===== config.mk =====
export PLATFORM = sky130hd
export DESIGN_NAME = alu_operand_stage
export DESIGN_NICKNAME = d
export VERILOG_FILES = /design/src/rtl/alu_operand_stage.sv
export SDC_FILE = /design/constraint.sdc
export NUM_CORES = 1
export LEC_CHECK = 0
export CAP_MARGIN = 20
export CELL_PAD_IN_SITES_DETAIL_PLACEMENT = 0
export CELL_PAD_IN_SITES_GLOBAL_PLACEMENT = 1
export CORE_UTILIZATION = 34
export DETAILED_ROUTE_END_ITERATION = 7
export PLACE_DENSITY = 0.95
export SKIP_LAST_GASP = 1
export SYNTH_ARGS = -nofsm -noshare
export SYNTH_HDL_FRONTEND = slang
export SYNTH_SLANG_ARGS = --single-unit

===== constraint.sdc =====
create_clock -name clk -period 4.5 [get_ports clk]
set_input_delay 0.9 -clock clk [delete_from_list [all_inputs] [get_ports clk]]
set_output_delay 0.9 -clock clk [all_outputs]
set_load 0.005 [all_outputs]

===== src/rtl/alu_operand_stage.sv =====
// rtl/alu_operand_stage.sv - ALU operand select/extend with registered valid/ready ID->EX stage
//
// Optional feature macro: ALU_OP_FWD_EN
//   defined   : fwd_a_sel/fwd_b_sel/ex_result/mem_result ports and forward muxes present
//   undefined : register path A = r1_dout, B = r2_dout

module alu_operand_stage #(
    parameter int DATA_W  = 32,
    parameter int IMM_W   = 16,
    parameter int SHAMT_W = 5,
    parameter int CNT_W   = 16
) (
    input  logic               clk,
    input  logic               rst_n,
    input  logic               in_valid,
    output logic               in_ready,
    input  logic [DATA_W-1:0]  r1_dout,
    input  logic [DATA_W-1:0]  r2_dout,
    input  logic [IMM_W-1:0]   immed,
    input  logic [SHAMT_W-1:0] shamt,
    input  logic [1:0]         ext_mode,
    input  logic               alu_src_a,
    input  logic               alu_src_b,
`ifdef ALU_OP_FWD_EN
    input  logic [1:0]         fwd_a_sel,
    input  logic [1:0]         fwd_b_sel,
    input  logic [DATA_W-1:0]  ex_result,
    input  logic [DATA_W-1:0]  mem_result,
`endif
    input  logic               flush,
    output logic               out_valid,
    input  logic               out_ready,
    output logic [DATA_W-1:0]  alu_a,
    output logic [DATA_W-1:0]  alu_b,
    output logic [DATA_W-1:0]  ext_immed,
    output logic [CNT_W-1:0]   stall_cnt
);

    localparam logic [1:0] EXT_SIGN  = 2'b00;
    localparam logic [1:0] EXT_ZERO  = 2'b01;
    localparam logic [1:0] EXT_UPPER = 2'b10;

    localparam logic [1:0] FWD_EX  = 2'b01;
    localparam logic [1:0] FWD_MEM = 2'b10;

    localparam logic [CNT_W-1:0] CNT_MAX = {CNT_W{1'b1}};
    localparam logic [CNT_W-1:0] CNT_ONE = {{(CNT_W-1){1'b0}}, 1'b1};

    logic [DATA_W-1:0] ext_val;
    logic [DATA_W-1:0] reg_path_a;
    logic [DATA_W-1:0] reg_path_b;
    logic [DATA_W-1:0] next_a;
    logic [DATA_W-1:0] next_b;
    logic              load;
    logic              stalled;

    // Immediate extension; the reserved mode 11 falls back to sign extension
    always_comb begin
        ext_val = {{(DATA_W-IMM_W){immed[IMM_W-1]}}, immed};
        case (ext_mode)
            EXT_SIGN:  ext_val = {{(DATA_W-IMM_W){immed[IMM_W-1]}}, immed};
            EXT_ZERO:  ext_val = {{(DATA_W-IMM_W){1'b0}}, immed};
            EXT_UPPER: ext_val = {immed, {(DATA_W-IMM_W){1'b0}}};
            default:   ext_val = {{(DATA_W-IMM_W){immed[IMM_W-1]}}, immed};
        endcase
    end

`ifdef ALU_OP_FWD_EN
    // Register path selection with forwarding from EX and MEM; 11 reads the regfile
    always_comb begin
        reg_path_a = r1_dout;
        reg_path_b = r2_dout;
        case (fwd_a_sel)
            FWD_EX:  reg_path_a = ex_result;
            FWD_MEM: reg_path_a = mem_result;
            default: reg_path_a = r1_dout;
        endcase
        case (fwd_b_sel)
            FWD_EX:  reg_path_b = ex_result;
            FWD_MEM: reg_path_b = mem_result;
            default: reg_path_b = r2_dout;
        endcase
    end
`else
    // Register path comes straight from the register file
    always_comb begin
        reg_path_a = r1_dout;
        reg_path_b = r2_dout;
    end
`endif

    // Final operand muxes; forward selects are irrelevant when shamt/immediate is chosen
    always_comb begin
        next_a = alu_src_a ? {{(DATA_W-SHAMT_W){1'b0}}, shamt} : reg_path_a;
        next_b = alu_src_b ? ext_val : reg_path_b;
    end

    // Handshake: the single entry can be refilled in the same cycle it drains
    always_comb begin
        in_ready = !out_valid || out_ready;
        load     = in_valid && in_ready;
        stalled  = out_valid && !out_ready && !flush;
    end

    // Valid flag: flush kills the entry even if a load happens in the same cycle
    always_ff @(posedge clk or negedge rst_n) begin
        if (!rst_n) begin
            out_valid <= 1'b0;
        end else if (flush) begin
            out_valid <= 1'b0;
        end else if (load) begin
            out_valid <= 1'b1;
        end else if (out_ready) begin
            out_valid <= 1'b0;
        end
    end

    // Operand registers: capture on load, otherwise hold
    always_ff @(posedge clk or negedge rst_n) begin
        if (!rst_n) begin
            alu_a     <= '0;
            alu_b     <= '0;
            ext_immed <= '0;
        end else if (load) begin
            alu_a     <= next_a;
            alu_b     <= next_b;
            ext_immed <= ext_val;
        end
    end

    // Debug stall counter: counts backpressured cycles, sticks at all-ones
    always_ff @(posedge clk or negedge rst_n) begin
        if (!rst_n) begin
            stall_cnt <= '0;
        end else if (stalled && (stall_cnt != CNT_MAX)) begin
            stall_cnt <= stall_cnt + CNT_ONE;
        end
    end

endmodule


* Word level (Yosys, flattened, before mapping)
Index checks and enable logic that the tools add are counted.
** Word-level totals
- Register bits :: 113
- Bits of input ports :: 94
- Output and inout port bits :: 114
- Word-level logic and storage cells :: 24
** Operators by class
- Add/subtract/negate cells :: 1
- Eq/ne operators :: 3
- Multiplexer cells :: 6
- Reduce and logical (&&, ||, !) cells :: 9
** Operators by type and width (number)
- 2-to-1 mux 32 bit :: 2
- case mux 32 bit (2 select lines) :: 1
- adder 16 x 1 -> 16 bit (second input constant) :: 1
- inequality test 16 bit (second input constant) :: 1
- logical AND 1 bit :: 4
- zero test 1 bit :: 3
- 2-to-1 mux 1 bit :: 3
- nonzero test 3 bit :: 1
- equality test 2 x 1 -> 1 bit (second input constant) :: 1
- equality test 2 bit (second input constant) :: 1
- logical OR 1 bit :: 1

* Logic depth before layout (Yosys ltp)
Gate-level depths: netlist of the first run.
- Depth in word-level cells :: 5
- Depth in mapped cells :: 8
- Gate-level depth less buffers :: 6

* Worst setup path before layout of the first run
Ideal clock, no wire load.
- Kind :: input to register
- From :: input ext_mode[0]
- To :: register alu_b[12]
- Library setup time :: 0.133 ns
- Arrival time :: 2.073 ns
- Required time :: 4.367 ns
- Setup slack :: 2.294 ns
- Cell stages on the path :: 7
- Cell sequence :: inv_1 > ha_1 > or2_2 > clkbuf_1 > clkbuf_1 > a31oi_1 > o21ai_0
** Between the ends
- Longest elaborated chain between the ends :: 3
** RTL lines
- start, declared :: RTL line 21 : input logic [1:0] ext_mode,
- equality test 2 bit / equality test 2 x 1 -> 1 bit (equally long branches) :: RTL line 60 : case (ext_mode)
- case mux 32 bit (2 select lines) (*) :: RTL line 60
- 2-to-1 mux 32 bit (*) :: RTL line 95 : next_b = alu_src_b ? ext_val : reg_path_b;
- end signal, assigned :: RTL line 126 : alu_b <= next_b;
- end, declared :: RTL line 34 : output logic [DATA_W-1:0] alu_b,
Mark *: on every way between the ends. The rest lies on a longest branch, timed or not.
A chain may end at the register's enable or synchronous reset.

* Final worst setup path of the first run
- From :: input out_ready
- To :: output in_ready
** Between the ends
- Longest elaborated chain between the ends :: 1
** RTL lines
- start, declared :: RTL line 32 : input logic out_ready,
- logical OR 1 bit :: RTL line 100 : in_ready = !out_valid || out_ready;
- end, declared :: RTL line 16 : output logic in_ready,
No other way between the ends.

==> results of run 1 <==
[cells in the mapped netlist, drive strengths merged]
master    n
nand2b   29
nand2   102
dfrtp   113
o21ai    82
a21oi    18
nand3     2
buf      15
a31oi    18
nor3b     1
a21o     15
o21a      1
inv       4
mux2      2
clkbuf   23
nor3      8
nand4     5
xor2     12
and3      1
and4bb    1
nor2     17
nor4      3
mux2i     6
and2      1
nor2b    17
nor4b     2
or2       2
a211oi   15
ha        3
[worst min path at each step]
| stage | startpoint | endpoint | slack, ps | cells past startpoint |
|---|---|---|---|---|
| after floorplan | alu_a[0]$_DFFE_PN0P_ | alu_a[0]$_DFFE_PN0P_ | 470 | 2 |
| after global placement | alu_a[25]$_DFFE_PN0P_ | alu_a[25]$_DFFE_PN0P_ | 460 | 2 |
| after detailed placement | alu_b[20]$_DFFE_PN0P_ | alu_b[20]$_DFFE_PN0P_ | 460 | 1 |
| final | alu_b[20]$_DFFE_PN0P_ | alu_b[20]$_DFFE_PN0P_ | 480 | 1 |
| after CTS | alu_b[20]$_DFFE_PN0P_ | alu_b[20]$_DFFE_PN0P_ | 480 | 1 |
| after global routing | alu_b[20]$_DFFE_PN0P_ | alu_b[20]$_DFFE_PN0P_ | 490 | 1 |
[cells in the final DEF, fill, tap and decap left out, types with 2 or more instances in the layout]
master           instances
clkdlybuf4s50_1        205
clkinv_2                 6
buf_4                    7
a211oi_1                15
a31oi_1                 18
ha_1                     3
xor2_1                  12
dfrtp_1                113
clkbuf_1                 3
nor2_1                  17
a21oi_1                 18
inv_1                    4
nor4b_2                  2
mux2i_1                  6
clkbuf_16               17
nand2_1                101
nor2b_1                 17
nand4_4                  2
nand2b_1                29
o21ai_0                 82
nor3_1                   7
nand4_1                  2
clkbuf_8                 3
a21o_1                  15
[layer usage]
| layer | global-route usage | wire length (µm) | vias up |
|---|---|---|---|
| li1 | - | - | 2156 |
| met1 | 0.215 | 5900 | 2118 |
| met2 | 0.323 | 7040 | 172 |
| met3 | 0.0691 | 1220 | 14 |
| met4 | 0.0744 | 157 | 0 |
| met5 | 0 | 0 | - |
[final cells by class]
type	count	area, µm²
Timing Repair Buffer	214	2130
Multi-Input combinational cell	363	2080
Inverter	4	15.0
Clock buffer	23	478
Clock inverter	7	60.1
Sequential cell	113	2830
Fill cell	1299	6720
Tap cell	184	230
[logic make-up after synthesis]
kind of cell / count (synthesis) / share of synthesized area
flops: 113 / 0.557
mux: 8 / 0.0170
simple gates: 191 / 0.196
fa+ha+maj: 3 / 0.00740
buf+inv: 42 / 0.0348
xor+xnor: 12 / 0.0207
compound gates: 149 / 0.167
[flip-flops by register name, indices dropped and copies added (netlist names)]
register	count
out_valid	1
ext_immed	32
stall_cnt	16
alu_a	32
alu_b	32
[worst max-delay path, delay by kind of cell]
family,cells,cell delay (ps)
buf+inv,2,1050
simple gates,1,270
[metrics by stage]
| stage | hold slack (ps) | utilization | power [mW] | area (µm²) | instances |
|---|---|---|---|---|---|
| floorplan | 473 | - | 1.44 | 5070 | 518 |
| global placement | 462 | 0.500 | 1.84 | 7260 | 877 |
| detailed placement | 465 | 0.500 | 1.86 | 7260 | 877 |
| CTS | 476 | 0.537 | 3.10 | 7800 | 907 |
| global route | 494 | 0.538 | 3.21 | 7820 | 908 |
| finish | 477 | 0.538 | 3.06 | 7820 | 908 |
[power groups by stage]
stage               Combinational [mW]  Clock, mW  Sequential, mW
floorplan                        0.196          0            1.24
global placement                 0.600          0            1.24
detailed placement               0.617          0            1.24
CTS                              0.620       1.25            1.23
global route                     0.674       1.29            1.24
finish                           0.612       1.22            1.23
==> impl_metrics.csv, run 1 <==
group,metric,value,unit
finish,finalNetCount,810,
critical_path,worstSetupStartpointType,"primary input",
power_and_ir_drop,power.leakage,3.44,nW
critical_path,reg2reg_slack,2420,ps
drt,dr.first_iter.drc_count,270,
yosys,ys.warnings.count,0,
clock_network,cts.sinks,113,
timing,finalWorstSetupSlack,1370,ps
critical_path,worstPathMaxFanout,4,
critical_path,slowest_delay,560,ps
critical_path,path_common_cell,"clkdlybuf4s50_1",
yosys,yosys.area.top_type,"dfrtp_1",
placement,io_buffers,207,
power_and_ir_drop,powerDensity,391,nW/µm²
yosys,synth-seq-cells,113,
timing,rsz0062_at_grt,"false",
die,coreArea,14500,µm²
power_and_ir_drop,pwr-share-clk,0.399,
placement,dpl_worst_slack,1320,ps
flow_run,maxCapViolCount,0,
clock_network,clk_latency,410,ps
timing,tightest_slew,973,ps
yosys,syn_inst,518,
yosys,yosysSeqAreaShare,0.557,
clock_network,cts-buffers-inserted,17,
critical_path,startpoint,"out_ready",
drt,wl,14.3,mm
grt,grt_first_pass_wirelength,21.9,mm
placement,routabilityCongestion,0.808,
clock_network,clock_path_buffers,2,
clock_network,clk_pin_slew,50,ps
yosys,netlist.area_leader.share,0.557,
timing,max_freq,0.320,GHz
timing,setup_tns,0,ps
yosys,yosysUniqueCellTypes,36,
run_status,status,"completed",
timing,final_max_slew_viol_count,0,
drt,wire_per_inst,15.8,µm
drt,ant_nets,0,
critical_path,r2r_cells,4,
power_and_ir_drop,seqPwrFrac,0.401,
grt,grt.overflow.total,0,
die,rows,44,
drt,vias,4460,
drt,drt_first_pass_iters,4,
drt,drc_errors,0,
drt,vias_per_cell,4.91,
placement,hpwlAfterDp,10.4,mm
clock_network,post-cts-setup-buffers,0,
timing,relSlewSlack,0.351,
clock_network,htree_levels,4,
grt,grt_pass1_vias,4446,
critical_path,worstReg2RegStart,"out_valid$_DFFE_PN0P_",
clock_network,ctsHoldBuffers,0,
power_and_ir_drop,combPwrFrac,0.200,
die,die_area,15400,µm²
hold_path,hp-class,"flip-flop to flip-flop",
timing,post-route-min-period,3130,ps
yosys,synth_fp_nets,615,
timing,hold_viol_final,0,
critical_path,r2r-end,"alu_a[26]$_DFFE_PN0P_",
die,dieWidth,124,µm
timing,setup_viol,0,
critical_path,path_class,"primary input to primary output",
grt,antenna_found_initial,0,
grt,grt_max_degree,94,
clock_network,root_buffer,"clkbuf_16",
grt,grt_use_total,0.190,
finish,drive_above_1_share,0.0691,
die,start_util,0.349,
power_and_ir_drop,p_switching,0.764,mW
die,io_pins,208,
critical_path,crit_required,3600,ps
yosys,yosys-top-cells-area,"dfrtp_1, o21ai_0, nand2_1",
timing,fin_worst_skew,5.18,ps
yosys,synth_area,5070,µm²
critical_path,critPathCapture,"in_ready",
power_and_ir_drop,ir_drop,225,µV
clock_network,cts.repair.resized,0,
yosys,avgSynthCellArea,9.80,µm²
clock_network,cts_tree,"yes",
power_and_ir_drop,p_int,2.29,mW
die,fp.dieH,124,µm
critical_path,cp_cell_sequence,"clkdlybuf4s50_1 -> nand2b_1 -> clkdlybuf4s50_1",
critical_path,arrival,2230,ps
critical_path,end_kind,"primary output",
finish,area_growth,54.1,%
power_and_ir_drop,swShare,0.250,
finish,diodes,0,
critical_path,crit_slowest_cell,"clkdlybuf4s50_1",
timing,post-route-period-util,0.695,
No activity file was read; power rests on OpenSTA's default activity.
==> run 2, diff against run 1 <==
- CORE_UTILIZATION: 34 -> 29
- PLACE_DENSITY: 0.95 -> 0.89
- clock period: 4.5 -> 2.59 ns (I/O delays scaled with it)
==> run 2 against run 1 <==
Compared with the run above: sequential cell count did not move; utilization is 6.9 points lower; combinational power is 78% higher; total power increased by 86%; largest cell class unchanged; critical path type unchanged.
==> impl_metrics.csv, run 2 (same netlist as run 1, synthesis figures left out) <==
group,metric,value,unit
drt,dr.first_iter.drc_count,181,
drt,drc_errors,0,
timing,fin_worst_skew,5.67,ps
grt,antenna_found_initial,0,
timing,hold_viol_final,0,
clock_network,clk_latency,400,ps
critical_path,crit_required,2070,ps
clock_network,cts_tree,"yes",
finish,final_cell_mix,"clkdlybuf4s50_1, dfrtp_1, nand2_1",
finish,area_growth,58.7,%
critical_path,path_class,"primary input to primary output",
hold_path,hp-class,"primary input to asynchronous set/reset pin",
clock_network,cts-buffers-inserted,17,
timing,max_freq,0.464,GHz
clock_network,root_buffer,"clkbuf_16",
die,dieWidth,134,µm
timing,relSlewSlack,0.568,
drt,ant_nets,0,
power_and_ir_drop,power,5.70,mW
finish,final_util,0.469,
timing,tightest_slew,648,ps
critical_path,arrival,1640,ps
timing,post-route-min-period,2160,ps
power_and_ir_drop,powerDensity,707,nW/µm²
critical_path,r2r-end,"stall_cnt[1]$_DFFE_PN0P_",
clock_network,htree_levels,4,
timing,final_max_slew_viol_count,0,
critical_path,worstPathMaxFanout,2,
clock_network,cts.repair.resized,0,
critical_path,cp_cell_sequence,"clkdlybuf4s50_1 -> nand2b_1 -> clkdlybuf4s50_1",
drt,wl,14.7,mm
finish,reg.largest.list,"alu_a: 32 flops, alu_b: 32 flops, ext_immed: 32 flops",
critical_path,crit_slowest_cell,"clkdlybuf4s50_1",
clock_network,cts.sinks,113,
critical_path,r2r_cells,5,
critical_path,slowest_delay,500,ps
die,die_area,18000,µm²
critical_path,end_kind,"primary output",
grt,grt_max_degree,67,
finish,drive_above_1_share,0.0821,
clock_network,clock_path_buffers,2,
grt,grt.overflow.total,0,
power_and_ir_drop,ir_drop,461,µV
grt,grt_use_total,0.171,
grt,grt_first_pass_wirelength,23.5,mm
timing,rsz0062_at_grt,"false",
clock_network,ctsHoldBuffers,0,
die,io_pins,208,
critical_path,worstReg2RegStart,"stall_cnt[0]$_DFFE_PN0P_",
die,start_util,0.295,
timing,post-route-period-util,0.833,
finish,num-fill-cells,1657,
placement,io_buffers,207,
clock_network,clk_pin_slew,50,ps
finish,mostFrequentLayoutCell,"clkdlybuf4s50_1",
die,fp.dieH,134,µm
critical_path,worstSetupStartpointType,"primary input",
drt,vias,4376,
finish,finalNetCount,816,
run_status,status,"completed",
critical_path,reg2reg_slack,720,ps
critical_path,path_common_cell,"clkdlybuf4s50_1",
clock_network,post-cts-setup-buffers,0,
timing,setup_tns,0,ps
timing,setup_viol,0,
placement,hpwlAfterDp,10.6,mm
die,coreArea,17200,µm²
flow_run,maxCapViolCount,0,
power_and_ir_drop,power.leakage,3.52,nW
drt,vias_per_cell,4.58,
drt,drt_first_pass_iters,4,
finish,diodes,0,
grt,grt_pass1_vias,4350,
placement,routabilityCongestion,0.793,
drt,wire_per_inst,15.4,µm
die,rows,48,
## run 2: power by group
group          switching [mW]  internal, mW  total, mW
Combinational           0.434         0.654       1.09
Clock                   0.820          1.67       2.49
Sequential              0.141          1.98       2.12
Total                    1.39          4.30       5.70
## run 2: layout make-up
class,count,area (µm²),area share
sequential,113,2830,0.351
multi-input combinational,363,2080,0.258
timing repair buffer,220,2220,0.276
clock buffer,20,467,0.0579
clock inverter,11,160,0.0199
inverter,4,15.0,0.00186
tap,225,282,0.0350
## run 2: through the flow
step | cell area [µm²] | setup slack [ps] | cells | hold slack [ps]
after floorplan | 5070 | 766 | 518 | 222
after global placement | 7430 | 99.3 | 925 | 450
after detailed placement | 7430 | 50.9 | 925 | 450
after CTS | 8050 | 429 | 956 | 7.05
after global routing | 8050 | 280 | 956 | 19.1
final | 8050 | 433 | 956 | 12.0
## run 2: how the worst max path moves through the flow
stage	startpoint	to	cells past startpoint
5_1_grt	ext_mode[0]	alu_b[30]$_DFFE_PN0P_	7
4_1_cts	out_ready	in_ready	3
6_report	out_ready	in_ready	3
3_5_place_dp	ext_mode[0]	alu_b[20]$_DFFE_PN0P_	7
3_3_place_gp	ext_mode[0]	alu_b[19]$_DFFE_PN0P_	7
2_1_floorplan	ext_mode[0]	alu_b[12]$_DFFE_PN0P_	7
## run 2: per-layer routing
layer  part of all wire  track usage
met3              0.073       0.0642
met2               0.47        0.269
met1               0.45        0.213
met4              0.014       0.0587
met5                  0            0
## run 2: worst max-delay path, delay by kind of cell
family        cells  cell delay [ps]
buf+inv           2              980
simple gates      1              130
==> run 3, diff against run 2 <==
- CORE_UTILIZATION: 29 -> 32
- PLACE_DENSITY: 0.89 -> 0.93
- clock period: 2.59 -> 2.05 ns (I/O delays scaled with it)
==> run 3 against run 2 <==
Compared with the run above: clock power grew 35%; register-to-register slack worse by 350 ps; via count rose by 1.1%; total power increased by 30%; sequential cell count stayed put; first-iteration DRC count increased by 45%; largest cell class unchanged.
==> impl_metrics.csv, run 3 (same netlist as run 1, synthesis figures left out) <==
group,metric,value,unit
hold_path,hp-class,"flip-flop to flip-flop",
critical_path,reg2reg_slack,370,ps
die,die_area,16400,µm²
timing,relSlewSlack,0.641,
drt,ant_nets,0,
grt,grt_max_degree,65,
timing,final_max_slew_viol_count,0,
critical_path,worstPathMaxFanout,2,
drt,vias,4424,
clock_network,clk_pin_slew,50,ps
die,start_util,0.331,
finish,final_util,0.535,
critical_path,worstSetupStartpointType,"primary input",
finish,area_growth,61.5,%
timing,setup_tns,0,ps
finish,diodes,0,
clock_network,cts-buffers-inserted,17,
power_and_ir_drop,power.leakage,3.60,nW
finish,finalNetCount,826,
finish,mostFrequentLayoutCell,"clkdlybuf4s50_1",
grt,grt.overflow.total,0,
timing,max_freq,0.511,GHz
power_and_ir_drop,ir_drop,554,µV
placement,io_buffers,207,
drt,wire_per_inst,15.3,µm
drt,wl,14.6,mm
critical_path,end_kind,"primary output",
timing,setup_viol,0,
critical_path,worstReg2RegStart,"stall_cnt[0]$_DFFE_PN0P_",
critical_path,cp_cell_sequence,"clkdlybuf4s50_1 -> nand2b_1 -> clkdlybuf4s50_1",
grt,grt_use_total,0.190,
placement,post-place-cells,920,
grt,antenna_found_initial,0,
grt,grt_pass1_vias,4460,
finish,fin_cells,953,
clock_network,root_buffer,"clkbuf_16",
placement,hpwlAfterDp,10.3,mm
critical_path,crit_required,1640,ps
drt,drt_first_pass_iters,4,
critical_path,crit_slowest_cell,"clkdlybuf4s50_1",
placement,place_area,7510,µm²
timing,finalWorstSetupSlack,94.9,ps
critical_path,path_class,"primary input to primary output",
timing,post-route-min-period,1960,ps
timing,post-route-period-util,0.954,
drt,vias_per_cell,4.64,
hold_path,hp-start,"alu_b[19]$_DFFE_PN0P_",
placement,routabilityCongestion,0.750,
clock_network,clock_path_buffers,2,
die,dieWidth,128,µm
die,rows,45,
power_and_ir_drop,power,7.42,mW
drt,dr.first_iter.drc_count,263,
die,fp.dieH,128,µm
timing,rsz0062_at_grt,"false",
timing,hold_viol_final,0,
placement,dpl_worst_slack,-231,ps
die,io_pins,208,
critical_path,path_common_cell,"clkdlybuf4s50_1",
timing,fin_worst_skew,7.19,ps
finish,reg.largest.list,"alu_a: 32 flops, alu_b: 32 flops, ext_immed: 32 flops",
timing,fin_hold_ws,472,ps
finish,final_area,8200,µm²
power_and_ir_drop,powerDensity,905,nW/µm²
clock_network,clk_latency,400,ps
timing,tightest_slew,538,ps
grt,grt_first_pass_wirelength,23.7,mm
die,coreArea,15300,µm²
critical_path,arrival,1550,ps
critical_path,startpoint,"out_ready",
finish,drive_above_1_share,0.0930,
clock_network,cts.sinks,113,
clock_network,post-cts-setup-buffers,0,
run_status,status,"completed",
finish,final_cell_mix,"clkdlybuf4s50_1, dfrtp_1, nand2_1",
flow_run,maxCapViolCount,0,
clock_network,cts_tree,"yes",
clock_network,htree_levels,4,
drt,drc_errors,0,
critical_path,slowest_delay,510,ps
run 3: worst max-delay path: cells and delay by family:
kind | cells | cell delay [ps]
buffers and inverters | 2 | 1000
AND/OR/NAND/NOR | 1 | 140
run 3: final cells by class:
class / count / area (µm²)
sequential: 113 / 2830
timing repair buffer: 230 / 2340
tap: 211 / 264
clock buffer: 23 / 498
clock inverter: 9 / 175
fill: 1390 / 7120
multi-input combinational: 363 / 2080
inverter: 4 / 15.0
run 3: where the power goes:
part	total, mW	switching, mW	internal, mW	leakage [nW]
logic	1.39	0.546	0.844	1.83
clock network	3.35	1.03	2.32	0.325
registers	2.68	0.180	2.50	1.45
run 3: worst paths after layout:
kind | cells past startpoint | end
min | 1 | alu_b[19]$_DFFE_PN0P_
max | 3 | in_ready
min in group asynchronous | 2 | stall_cnt[5]$_DFFE_PN0P_
max in group asynchronous | 3 | alu_b[18]$_DFFE_PN0P_
max reg2reg | 6 | stall_cnt[15]$_DFFE_PN0P_
min reg2reg | 1 | alu_b[19]$_DFFE_PN0P_
run 3: timing repair:
action / 4_1_cts / 5_1_grt
endpoints found under the hold margin: 30 / 0
hold buffers: 1 / 0
resized for setup: 0 / 0
run 3: routing by layer:
metal / GRT usage / wire [µm] / share of wire
met2: 0.298 / 6860 / 0.47
met3: 0.0789 / 1260 / 0.087
met5: 0 / 0 / 0
met1: 0.237 / 6280 / 0.43
met4: 0.0595 / 178 / 0.012
